==> src/rtl/mem_port_arbiter.sv <==
// mem_port_arbiter: shares one single-ported byte memory between
// fetch (32-bit reads) and load/store (64-bit reads/writes).
//
// Ports:
//   clk, reset      clock; asynchronous active-low reset
//   if_*            fetch port: req/addr in; gnt/rvalid/rdata/err out
//   dm_*            data port: req/we/addr/wdata in; gnt/rvalid/rdata/err out
//   mem_*           memory side: en/we/addr/wdata out; rdata in,
//                   valid MEM_LAT cycles after the mem_en strobe
module mem_port_arbiter #(
  parameter int unsigned     MEM_LAT    = 1,
  parameter int unsigned     STARVE_MAX = 4,
  parameter longint unsigned MEM_BYTES  = 64'd524288
) (
  input  logic        clk,
  input  logic        reset,
  input  logic        if_req,
  input  logic [63:0] if_addr,
  output logic        if_gnt,
  output logic        if_rvalid,
  output logic [31:0] if_rdata,
  output logic        if_err,
  input  logic        dm_req,
  input  logic        dm_we,
  input  logic [63:0] dm_addr,
  input  logic [63:0] dm_wdata,
  output logic        dm_gnt,
  output logic        dm_rvalid,
  output logic [63:0] dm_rdata,
  output logic        dm_err,
  output logic        mem_en,
  output logic        mem_we,
  output logic [63:0] mem_addr,
  output logic [63:0] mem_wdata,
  input  logic [63:0] mem_rdata
);

  typedef enum logic [1:0] {
    IDLE = 2'd0,
    WAIT = 2'd1,
    RESP = 2'd2
  } state_t;

  localparam int LW = (MEM_LAT > 1) ? $clog2(MEM_LAT) : 1;
  localparam int SW = $clog2(STARVE_MAX + 1);
  localparam logic [LW-1:0] LAT_LD = LW'(MEM_LAT - 1);
  localparam logic [SW-1:0] S_MAX  = SW'(STARVE_MAX);
  localparam logic [64:0]   LIMIT  = {1'b0, MEM_BYTES};

  state_t        state;
  logic [LW-1:0] lat_cnt;
  logic [SW-1:0] starve_cnt;
  logic          own_dm;
  logic          own_st;

  logic          starved;
  logic          win_dm;
  logic          win_if;
  logic          in_range;
  logic [64:0]   acc_end;

  // Range check is done on 65 bits so an address near
  // 2^64 cannot wrap around into the valid range.
  always_comb begin
    starved  = if_req && (starve_cnt == S_MAX);
    win_dm   = dm_req && !starved;
    win_if   = if_req && !win_dm;
    acc_end  = win_dm ? ({1'b0, dm_addr} + 65'd8)
                      : ({1'b0, if_addr} + 65'd4);
    in_range = (acc_end <= LIMIT);
  end

  always_ff @(posedge clk or negedge reset) begin
    if (!reset) begin
      state      <= IDLE;
      lat_cnt    <= '0;
      starve_cnt <= '0;
      own_dm     <= 1'b0;
      own_st     <= 1'b0;
      if_gnt     <= 1'b0;
      if_rvalid  <= 1'b0;
      if_rdata   <= '0;
      if_err     <= 1'b0;
      dm_gnt     <= 1'b0;
      dm_rvalid  <= 1'b0;
      dm_rdata   <= '0;
      dm_err     <= 1'b0;
      mem_en     <= 1'b0;
      mem_we     <= 1'b0;
      mem_addr   <= '0;
      mem_wdata  <= '0;
    end else begin
      if_gnt <= 1'b0;
      dm_gnt <= 1'b0;
      mem_en <= 1'b0;
      mem_we <= 1'b0;
      unique case (state)
        IDLE: begin
          if (win_dm || win_if) begin
            own_dm   <= win_dm;
            own_st   <= win_dm && dm_we;
            if_gnt   <= win_if;
            dm_gnt   <= win_dm;
            mem_addr <= win_dm ? dm_addr : if_addr;
            if (win_dm) begin
              mem_wdata <= dm_wdata;
            end
            if (win_if) begin
              starve_cnt <= '0;
            end else if (if_req && starve_cnt != S_MAX) begin
              starve_cnt <= starve_cnt + 1'b1;
            end
            if (in_range) begin
              state   <= WAIT;
              mem_en  <= 1'b1;
              mem_we  <= win_dm && dm_we;
              lat_cnt <= LAT_LD;
            end else begin
              // Error response: skip memory, respond next cycle.
              state <= RESP;
            end
          end
        end
        WAIT: begin
          if (lat_cnt == '0) begin
            state     <= RESP;
            if_rvalid <= !own_dm;
            dm_rvalid <= own_dm;
            if (own_dm) begin
              dm_rdata <= own_st ? 64'd0 : mem_rdata;
            end else begin
              if_rdata <= mem_rdata[31:0];
            end
          end else begin
            lat_cnt <= lat_cnt - 1'b1;
          end
        end
        RESP: begin
          if (if_rvalid || dm_rvalid) begin
            state     <= IDLE;
            if_rvalid <= 1'b0;
            dm_rvalid <= 1'b0;
            if_rdata  <= '0;
            dm_rdata  <= '0;
            if_err    <= 1'b0;
            dm_err    <= 1'b0;
          end else begin
            // Reached only on the error path, one cycle after gnt.
            if_rvalid <= !own_dm;
            dm_rvalid <= own_dm;
            if_err    <= !own_dm;
            dm_err    <= own_dm;
          end
        end
        default: state <= IDLE;
      endcase
    end
  end

endmodule

==> config.mk <==
export PLATFORM = sky130hd
export DESIGN_NAME = mem_port_arbiter
export DESIGN_NICKNAME = d
export VERILOG_FILES = /design/src/rtl/mem_port_arbiter.sv
export SDC_FILE = /design/constraint.sdc
export NUM_CORES = 1
export LEC_CHECK = 0
export BUFFER_PORTS_ARGS = -buffer_cell sky130_fd_sc_hd__buf_4
export CAP_MARGIN = 0
export CORE_ASPECT_RATIO = 2
export CORE_MARGIN = 3
export CORE_UTILIZATION = 30
export CTS_CLUSTER_DIAMETER = 200
export DETAILED_ROUTE_END_ITERATION = 8
export SLEW_MARGIN = 20
export SYNTH_ARGS = -nofsm -noshare
export SYNTH_HDL_FRONTEND = slang
export SYNTH_SLANG_ARGS = --single-unit
==> constraint.sdc <==
create_clock -name clk -period 3.7 [get_ports clk]
set_input_delay 0.555 -clock clk [delete_from_list [all_inputs] [get_ports clk]]
set_output_delay 0.555 -clock clk [all_outputs]
set_load 0.03 [all_outputs]
Word-level counts from Yosys, hierarchy flattened
Index checks and enable logic that the tools add are counted.

Output and inout bits: 232. Logic and storage cells: 92. Input port bits: 261. Flip-flop bits (word level): 240.

Equality and inequality tests: 10. Reduce and logical (&&, ||, !) cells: 22. Add/subtract/negate cells: 4. Magnitude comparators: 1. Multiplexer cells: 38.

Operator list (count): $mux W64 (5); $pmux W64 S2 (1); $mux W32 (3); $add A64 B3 Y65 const B (1); $add A64 B4 Y65 const B (1); $le A65 B20 Y1 const B (1); $mux W65 (1); $pmux W32 S2 (1); $mux W1 (17); $ne A2 B2 Y1 const B (6); $reduce_and A3 Y1 (4); $mux W2 (4); $reduce_and A4 Y1 (2); $mux W3 (2); $pmux W1 S2 (3); $pmux W2 S3 (1); $reduce_bool A2 Y1 (3); $logic_and A1 B1 Y1 (5); $reduce_and A2 Y1 (2); $add A3 B1 Y3 const B (1); $eq A3 B3 Y1 const B (1); $logic_not A1 Y1 (3); $ne A3 B3 Y1 const B (1); $eq A2 B1 Y1 const B (1); other kinds (4) (5).

Longest topological paths before layout
Gate-level depths: netlist (run 1).

Depth in word-level cells: 9. Mapped depth: 11. Gate-level depth less buffers: 11.

Worst setup path before layout (run 1)
No wires, ideal clock.

Path kind: input to register. Start: input port dm_addr[7]. End: register state[1]. Setup time: 0.119 ns. Buffers on the path: 2. Cell stages on the path: 11. Path slack: 0.590 ns. Required time: 3.581 ns. Data arrival time: 2.991 ns. Cell sequence: buf_2 -> nand4_4 -> or4_4 -> buf_6 -> or4b_1 -> nor2_1 -> xnor2_1 -> a32oi_1 -> nor4_1 -> nand4_1 -> o21a_1.

Cells in the longest elaborated chain, start to end: 6.

RTL lines: from (decl) (RTL line 25) `input logic [63:0] dm_addr,`; $add A64 B4 Y65 (RTL line 68) `acc_end = win_dm ? ({1'b0, dm_addr} + 65'd8)`; $mux W65 (RTL line 68); $le A65 B20 Y1 (RTL line 70) `in_range = (acc_end <= LIMIT);`; $mux W2 (RTL line 113) `if (in_range) begin`; $mux W2 (RTL line 99) `if (win_dm || win_if) begin`; $pmux W2 S3 (RTL line 97) `unique case (state)`; to (signal assigned) (RTL line 75) `state <= IDLE;`; to (signal assigned) (RTL line 114) `state <= WAIT;`; to (signal assigned) (RTL line 120) `state <= RESP;`; to (decl) (RTL line 50) `state_t state;`.

Every way passes these cells. The select of a mux whose other input is x is not followed. A chain may end at the register's enable or synchronous reset.

Final worst setup path (run 1)
Start: input port if_addr[2]. End: register state[1].

Cells in the longest elaborated chain, start to end: 6.

RTL lines: from (decl) (RTL line 18) `input logic [63:0] if_addr,`; $add A64 B3 Y65 (RTL line 69) `: ({1'b0, if_addr} + 65'd4);`; $mux W65 (RTL line 68); $le A65 B20 Y1 (RTL line 70); $mux W2 (RTL line 113); $mux W2 (RTL line 99); $pmux W2 S3 (RTL line 97).

Every way passes these cells. The select of a mux whose other input is x is not followed.

==> metrics.cfg, run 1 <==
[critical_path]
crit_family = simple AND/OR/NAND/NOR gates
rrSetupSlack_ns = 0.47
worst-path-buf-inv = 3
cp_data_arrival_time_ns = 3.74
crit_chain = buf_4, ha_1, nand3_1, buf_4, nor3_4, nand2_1, xnor2_1, o31ai_1, a32oi_1, buf_4, nor4_1, nand4_1, o21a_1
r2r-start = starve_cnt[0]
crit_required_ns = 4.12
r2r_end = state[1]
worstSetupPathType = in2reg
cpMostUsedCell = buf_4
rr_worst_depth = 12
crit_path_end_kind = register
cp_max_fo = 10
worst_setup_path_start_kind = input pin
critPathMaxStageDelay_ns = 0.63
cp_slowest_cell = nor4_1

[global_route]
grt_use_total = 0.232
grt_pass1_vias = 13200
grt-ovfl-total = 0
grt_max_degree = 90
antenna_found_initial = 2
grt_pass1_wl_mm = 82.1

[synthesis]
yosys_warnings = 0
synth_top_area_share = 0.461
synthDistinctLibCells = 79
synth-compound-area-share = 0.130
syn_nets = 1659
syn_inst = 1391
muxShareOfSynthArea = 0.106
synth_top_family_by_area = simple AND/OR/NAND/NOR gates
synth_common_cells = nand2_1, dfrtp_1, o21ai_0, mux2_2, mux2i_1
async_flop_share = 1.00
synth-simple-area-share = 0.234
synth_area_leaders = dfrtp_1, nand2_1, o21ai_0
synth_area_leader_cell = dfrtp_1
syn_avg_cell_area_um2 = 9.32
synth-xor-area-share = 0.0304
synth.most_common_cell = nand2_1
synth_edf_count = 0
yosys_most_used_dff = dfrtp_1
synth_fa_ha_area_frac = 0.00675
ys_seq_area_frac = 0.461
synth_seq_cells = 239
syn-cell-area_um2 = 13000

[sta]
setup_viol = 0
fmaxAchievable_mhz = 302
maxSlewViolCount = 0
fin_crit_sh = 0.895
worst_pin_slew_ns = 0.897
maxSlewHeadroom = 0.402
fin_hold_ws_ns = 0.242
skew_ns = 0.0208
hold_viol_final = 0
finalCriticalPeriod_ns = 3.31
rsz0062_at_grt = false
setup_ws_ns = 0.387
fin_setup_tns_ns = 0

[place]
dp_cells = 2394
dpl_cell_area_um2 = 17400
place_congestion = 0.993
io_buffers = 492
dpl_worst_slack_ns = -0.0246
hpwl_mm = 45.0

[clock_tree]
clk_pin_slew_ns = 0.07
cts_tree = done
clock_latency_ns = 0.54
post_cts_buffers = 0
cts_buffers = 25
numClockSinks = 239
cts_buffer_depth = 3
clockRootBuffer = clkbuf_16
cts_max_level = 1

[hold_path]
hold-path-cell-count = 2
min_from = dm_wdata[58]
min_to = mem_wdata[58]
min_path_type = in2reg

[pwr]
vdd_drop_max_mv = 0.532
powerDensity_nw_per_um2 = 767
switching_share = 0.448
p_int_mw = 7.74
p_comb_frac = 0.502
fin_total_pwr_mw = 14.0
p_leak_nw = 8.37
power.switching_mw = 6.28
seqPwrFrac = 0.308
pwr-share-clk = 0.189

[routing]
drt_iter0_drc = 745
drc = 0
via_per_inst = 5.25
vias = 12800
first_pass_iters = 6
routed_wl_mm = 55.8
wl_per_cell_um = 22.9
antenna_left = 0

[layout]
drive_gt1_frac = 0.360
fin_area_um2 = 18300
syn2layout_area_growth_pct = 41.0
utilization = 0.428
instances_no_fill = 2438
fin_nets = 2145

[floorplan]
die_area_um2 = 45900
core_um2 = 42700
initial_core_util = 0.304
rows = 107
ios = 493
die_w_um = 153
die_y_um = 300

[job]
max_cap_violations = 0

[status]
status = completed

final cells by class:
type | count | area, µm²
multi-input cells | 1047 | 6610
clock inverters | 14 | 191
flip-flops and latches | 239 | 5980
repair buffers | 539 | 4090
diodes | 1 | 2.50
well taps | 545 | 682
clock buffers | 28 | 637
inverters | 25 | 93.8
fillers | 4292 | 24400
logic make-up after synthesis:
| logic type | Yosys count |
|---|---|
| xor gates and xnor gates | 45 |
| muxes | 129 |
| DFF | 239 |
| AOI/OAI and AO/OA | 276 |
| and+or+nand+nor | 590 |
| adders and majority gates | 7 |
| buffers and inverters | 105 |
layer usage:
layer,vias up,wire (µm),GRT usage
li1,6006,-,-
met1,6031,18400,0.226
met2,585,30400,0.447
met3,167,3290,0.0428
met4,2,3720,0.133
met5,-,11,0
sequential cells by signal, summed over array words and instances, names as in the netlist, 2 cells and up:
signal	flops
state	2
dm_rdata	64
if_rdata	32
starve_cnt	3
mem_addr	64
mem_wdata	64
worst max-delay path by stage:
stage	from	endpoint	slack (ns)	cells past startpoint
after floorplan	dm_addr[7]	state[1]	0.59	11
after global routing	starve_cnt[0]	state[0]	0.25	12
after detailed placement	dm_addr[11]	state[1]	-0.02	11
after CTS	starve_cnt[0]	state[1]	0.46	12
final	if_addr[2]	state[1]	0.39	13
after global placement	dm_addr[12]	state[1]	-0.05	11
what timing repair did:
item                                   4_1_cts  5_1_grt
hold buffers                                 1        0
endpoints found under the hold margin       60        0
gates resized for setup                      0        0
power groups by stage:
stage	combinational, mW	clock (mW)	sequential [mW]
after floorplan	2.11	0	6.38
after global placement	7.08	0	4.32
after detailed placement	7.16	0	4.37
after CTS	7.16	2.75	4.33
after global routing	7.54	2.85	4.46
final	7.04	2.66	4.32
cells in the final DEF (no fill, tap or decap), drive strengths merged, types with 31 or more instances in the layout:
| master | netlist | final |
|---|---|---|
| buf | 17 | 538 |
| nand2 | 241 | 241 |
| dfrtp | 239 | 239 |
| o21ai | 152 | 152 |
| mux2 | 66 | 66 |
| nand4 | 64 | 64 |
| mux2i | 63 | 63 |
| nand3 | 59 | 59 |
| nor2 | 52 | 52 |
| o31ai | 37 | 37 |
| nor3 | 35 | 35 |
| nand2b | 34 | 34 |
| xnor2 | 31 | 31 |
worst reg2reg max path: cells and delay by family, from the launching register on:
kind | cells | cell delay (ns)
AND/OR/NAND/NOR | 5 | 1.61
AO/OA/AOI/OAI | 4 | 0.69
flip-flops | 1 | 0.41
buffers and inverters | 2 | 0.26
adder cells (fa/ha/maj) | 1 | 0.16
(Power assumes the default switching activity.)
==> run 2: changes to the inputs <==
--- a/config.mk
+++ b/config.mk
@@ -12,6 +12,7 @@
 export CORE_UTILIZATION = 30
 export CTS_CLUSTER_DIAMETER = 200
 export DETAILED_ROUTE_END_ITERATION = 8
+export RECOVER_POWER = 25
 export SLEW_MARGIN = 20
 export SYNTH_ARGS = -nofsm -noshare
 export SYNTH_HDL_FRONTEND = slang
==> run 2 against run 1 <==
Against the previous run:
- the flow now finishes with violations (capacitance limit, slew limit)
- die area did not move
- clock power is essentially flat
- sequential cell count stayed put
- combinational power is essentially flat
- first-iteration DRC count down 4.6%
- routed wire length is essentially flat
- sequential power is essentially flat
- cell count unchanged
- core utilization about the same
- via count increased by 0.32%
- count of clock-buffer cells in the layout is the same
- fmax grew 0.60%
- critical endpoint unchanged
- largest cell class unchanged
==> metrics.cfg, run 2 (synthesized netlist as in run 1, its figures left out) <==
[place]
io_buffers = 492  ; unchanged
hpwl_mm = 45.0  ; unchanged
place_congestion = 0.993  ; unchanged
dp_cells = 2394  ; unchanged

[routing]
antenna_left = 0  ; unchanged
drt_iter0_drc = 711  ; -4.6%
routed_wl_mm = 55.8  ; about the same
via_per_inst = 5.26  ; +0.32%
first_pass_iters = 5  ; -1
vias = 12800  ; +0.32%
wl_per_cell_um = 22.9  ; about the same
drc = 0  ; unchanged

[critical_path]
worstSetupPathType = in2reg
crit_chain = buf_4, ha_1, nand3_1, buf_4, nor3_4, nand2_1, xnor2_1, o31ai_1, a32oi_1, buf_4, nor4_1, nand4_1, o21a_1
cp_data_arrival_time_ns = 3.72  ; -0.02 ns
cp_slowest_cell = nor4_1
worst_setup_path_start_kind = input pin
worst-path-buf-inv = 3  ; unchanged
critPathMaxStageDelay_ns = 0.63  ; about the same
cpMostUsedCell = buf_4
crit_path_end_kind = register
crit_family = simple AND/OR/NAND/NOR gates
crit_required_ns = 4.12  ; about the same
r2r_end = state[1]
r2r-start = starve_cnt[0]
startpoint = if_addr[2]
crit_end = state[1]
rrSetupSlack_ns = 0.42  ; -0.05 ns
rr_worst_depth = 12  ; unchanged
cp_max_fo = 10  ; unchanged
worstSetupPathDepth = 13  ; unchanged

[clock_tree]
cts_max_level = 1  ; unchanged
clk_pin_slew_ns = 0.07  ; about the same
cts_buffers = 25  ; unchanged
cts-resized-gates = 0  ; unchanged
cts_buffer_depth = 3  ; unchanged
clock_latency_ns = 0.54  ; about the same
clockRootBuffer = clkbuf_16
cts_tree = done
numClockSinks = 239  ; unchanged

[sta]
hold_viol_final = 0  ; unchanged
rsz0062_at_grt = false
maxSlewHeadroom = -0.0865  ; -0.489
skew_ns = 0.0219  ; +0.00115 ns
setup_viol = 0  ; unchanged
maxSlewViolCount = 100  ; +100
finalCriticalPeriod_ns = 3.29  ; -0.0198 ns
fmaxAchievable_mhz = 304  ; +0.60%
fin_crit_sh = 0.890  ; -0.00536
worst_pin_slew_ns = 1.63  ; +0.733 ns
fin_hold_ws_ns = 0.241  ; -0.000441 ns

[floorplan]
initial_core_util = 0.304  ; unchanged
core_um2 = 42700  ; unchanged
ios = 493  ; unchanged
die_y_um = 300  ; unchanged
die_area_um2 = 45900  ; unchanged
die_w_um = 153  ; unchanged
rows = 107  ; unchanged

[layout]
top_regs = dm_rdata (64), mem_addr (64), mem_wdata (64)
final_cell_mix = buf_4, nand2_1, dfrtp_1
drive_gt1_frac = 0.359  ; -0.000529
fin_nets = 2145  ; unchanged
final_common_cell = buf_4
syn2layout_area_growth_pct = 40.9  ; about the same
instances_no_fill = 2438  ; unchanged

[pwr]
fin_total_pwr_mw = 14.0  ; about the same
vdd_drop_max_mv = 0.531  ; about the same
powerDensity_nw_per_um2 = 767  ; about the same
p_leak_nw = 8.37  ; about the same

[job]
max_cap_violations = 2  ; +2

[hold_path]
min_path_type = in2reg

[global_route]
grt_max_degree = 90  ; unchanged
grt_pass1_vias = 13200  ; unchanged
antenna_found_initial = 2  ; unchanged
grt-ovfl-total = 0  ; unchanged
grt_use_total = 0.232  ; unchanged
grt_pass1_wl_mm = 82.1  ; unchanged

[status]
status = finished, violations left
failed_checks = capacitance limit, slew limit

[run 2: cell count changes in the layout (fill, tap and decap cells not counted)]
cell	previous run	this run
clkbuf_1	3	4
buf_8	1	0
buf_4	534	533
clkbuf_2	0	1
[run 2: metal layers]
| metal | wire length [µm] | GRT usage |
|---|---|---|
| met1 | 18400 | 0.226 |
| met5 | 7 | 0 |
| met3 | 3340 | 0.0428 |
| met2 | 30400 | 0.447 |
| met4 | 3680 | 0.133 |
[run 2: layout make-up]
cell class | instances | area, µm²
flip-flops and latches | 239 | 5980
diodes | 1 | 2.50
fillers | 4295 | 24400
repair buffers | 539 | 4080
inverters | 25 | 93.8
well taps | 545 | 682
multi-input cells | 1047 | 6610
clock inverters | 14 | 191
clock buffers | 28 | 637
[run 2: worst min-delay path by stage]
stage,start,endpoint,slack [ns],depth (start not counted)
2_1_floorplan,reset,dm_err,0.26,0
3_3_place_gp,if_rdata[17],if_rdata[17],0.46,2
3_5_place_dp,dm_rdata[19],dm_rdata[19],0.47,2
4_1_cts,dm_wdata[54],mem_wdata[54],0.21,2
5_1_grt,dm_wdata[58],mem_wdata[58],0.22,2
6_report,dm_wdata[58],mem_wdata[58],0.24,2
[run 2: through the flow]
stage               setup TNS (ns)  utilization  setup WS (ns)  area [µm²]
CTS                              0        0.428          0.463       18300
global route                     0        0.428          0.248       18300
detailed placement         -0.0378        0.409        -0.0246       17400
floorplan                        0            -          0.590       13000
finish                           0        0.428          0.407       18300
global placement           -0.0734        0.409        -0.0472       17400
[run 2: report_power, final]
| part | internal, mW | switching [mW] | total, mW |
|---|---|---|---|
| Sequential | 3.72 | 0.607 | 4.32 |
| Clock | 1.52 | 1.13 | 2.66 |
| Combinational | 2.50 | 4.54 | 7.05 |
| Total | 7.74 | 6.28 | 14.0 |
[run 2: repair_timing]
action	in CTS	in global routing
setup buffers	0	0
hold endpoints to repair	60	0
hold buffers	1	0
==> run 3: changes to the inputs <==
==> constraint.sdc (replaced) <==
create_clock -name clk -period 2.7 [get_ports clk]
set_input_delay 0.405 -clock clk [delete_from_list [all_inputs] [get_ports clk]]
set_output_delay 0.405 -clock clk [all_outputs]
set_load 0.03 [all_outputs]
==> run 3 against run 2 <==
Against the previous run:
- the flow now finishes without violations
- critical path depth fell by 1
- sequential power rose by 38%
- clock skew fell by 0.010 ns
- core utilization rose by 4.7 points
- sequential share of layout area fell by 3.3 points
- combinational power rose by 42%
- setup slack got worse by 0.32 ns
- cell count rose by 9.5%
- non-clock buffer count rose by 232
- cell area rose by 11%
- via count rose by 7.9%
==> metrics.cfg, run 3 (synthesized netlist as in run 1, its figures left out) <==
[global_route]
grt_max_degree = 78  ; -13%
grt_pass1_wl_mm = 88.2  ; +7.5%
antenna_found_initial = 0  ; -2
grt_use_total = 0.249  ; +0.0176
grt-ovfl-total = 0  ; unchanged
grt_pass1_vias = 14400  ; +9.0%

[sta]
fin_crit_sh = 0.968
fin_hold_ws_ns = 0.0987  ; -0.143 ns
finalCriticalPeriod_ns = 2.61
fmaxAchievable_mhz = 382
maxSlewViolCount = 0  ; -100%
maxSlewHeadroom = 0.0955  ; +0.182
fin_setup_tns_ns = 0  ; unchanged
setup_viol = 0  ; unchanged
worst_pin_slew_ns = 1.36  ; -0.273 ns
rsz0062_at_grt = false
hold_viol_final = 0  ; unchanged
skew_ns = 0.0119  ; -0.0100 ns

[routing]
routed_wl_mm = 60.5  ; +8.4%
drt_iter0_drc = 639  ; -10%
via_per_inst = 5.19  ; -1.5%
drc = 0  ; unchanged
antenna_left = 0  ; unchanged
vias = 13800  ; +7.9%
first_pass_iters = 5  ; unchanged
wl_per_cell_um = 22.7  ; -1.0%

[floorplan]
core_um2 = 42700  ; unchanged
rows = 107  ; unchanged
initial_core_util = 0.304  ; unchanged
die_y_um = 300  ; unchanged
ios = 493  ; unchanged
die_area_um2 = 45900  ; unchanged
die_w_um = 153  ; unchanged

[critical_path]
worstSetupPathType = in2reg
cp_slowest_cell = or3_1
crit_family = simple AND/OR/NAND/NOR gates
critPathMaxStageDelay_ns = 0.37  ; -0.26 ns
rrSetupSlack_ns = 0.11  ; -0.31 ns
worst-path-buf-inv = 3  ; unchanged
cp_data_arrival_time_ns = 3.05  ; -0.67 ns
crit_required_ns = 3.13  ; -0.99 ns
crit_path_end_kind = register
crit_chain = buf_4, and4_1, buf_4, nand4_1, buf_4, nor4_2, xnor2_1, nand3_1, or3_1, a221oi_2, nand4_1, o21a_1
cp_max_fo = 4  ; -6
worst_setup_path_start_kind = input pin
cpMostUsedCell = buf_4

[clock_tree]
clk_pin_slew_ns = 0.07  ; about the same
cts_max_level = 1  ; unchanged
numClockSinks = 239  ; unchanged
clockRootBuffer = clkbuf_16
cts_tree = done
cts_buffer_depth = 3  ; unchanged
clock_latency_ns = 0.54  ; about the same
cts_buffers = 24  ; -4.0%

[status]
status = completed

[pwr]
vdd_drop_max_mv = 0.453  ; -15%
fin_total_pwr_mw = 19.6  ; +40%
powerDensity_nw_per_um2 = 964  ; +26%
p_leak_nw = 9.59  ; +15%

[job]
max_cap_violations = 0  ; -2

[layout]
top_regs = dm_rdata (64), mem_addr (64), mem_wdata (64)
utilization = 0.475  ; +0.0473
fin_area_um2 = 20300  ; +11%
drive_gt1_frac = 0.441  ; +0.0820
syn2layout_area_growth_pct = 56.5
final_common_cell = buf_4
final_cell_mix = buf_4, dfrtp_1, nand2_1
antenna_cells = 0  ; -1
fin_nets = 2376  ; +11%

[place]
io_buffers = 492  ; unchanged
hpwl_mm = 49.3  ; +9.5%
place_congestion = 1.01  ; +1.9%
dpl_cell_area_um2 = 19300  ; +10%

[hold_path]
min_path_type = in2reg

[run 3: changes by cell type in the layout (fill, tap and decap cells not counted), moves of 3 or more]
cell,change
buf_12,+4
buf_4,+224
clkbuf_8,+5
nor4_1,-7
nor4_2,+4
nor4_4,+3
[run 3: worst paths after layout]
kind / cells after the start / to / startpoint
worst min-delay path: 2 / mem_wdata[50] / dm_wdata[50]
worst min register to register: 2 / dm_rdata[13] / dm_rdata[13]
min in group asynchronous: 2 / mem_wdata[8] / reset
worst max-delay path: 12 / state[1] / if_addr[18]
worst max register to register: 11 / state[1] / starve_cnt[0]
max in group asynchronous: 3 / mem_wdata[52] / reset
[run 3: metal layers]
layer,up-vias,global-route usage,wire (µm)
li1,6464,-,-
met4,0,0.133,3620
met2,544,0.499,34200
met3,157,0.0423,3190
met1,6679,0.234,19500
met5,-,0,0
[run 3: power by group]
part           internal, mW  total (mW)  switching [mW]
logic                  3.65        9.99            6.34
registers              5.09        5.96           0.865
clock network          2.12        3.62            1.50
[run 3: stage by stage]
step | setup WS, ns | instances
finish | 0.0852 | 2670
global route | 0.00236 | 2670
CTS | 0.00932 | 2664
detailed placement | -0.709 | 2620
global placement | -0.659 | 2620
floorplan | -0.0998 | 1391
[run 3: final cells by class]
type	count	area [µm²]
clock buffers	33	706
well taps	545	682
repair buffers	771	5900
flip-flops and latches	239	5980
inverters	25	93.8
fillers	4142	22400
multi-input cells	1047	6800
clock inverters	10	135
[run 3: timing repair]
action | CTS | global route
pin swaps | 2 | 17
cloned | 0 | 1
setup buffers | 0 | 5
hold endpoints to repair | 48 | 0
endpoints found under the setup margin | 4 | 4
hold buffers | 1 | 0
resized for setup | 6 | 23
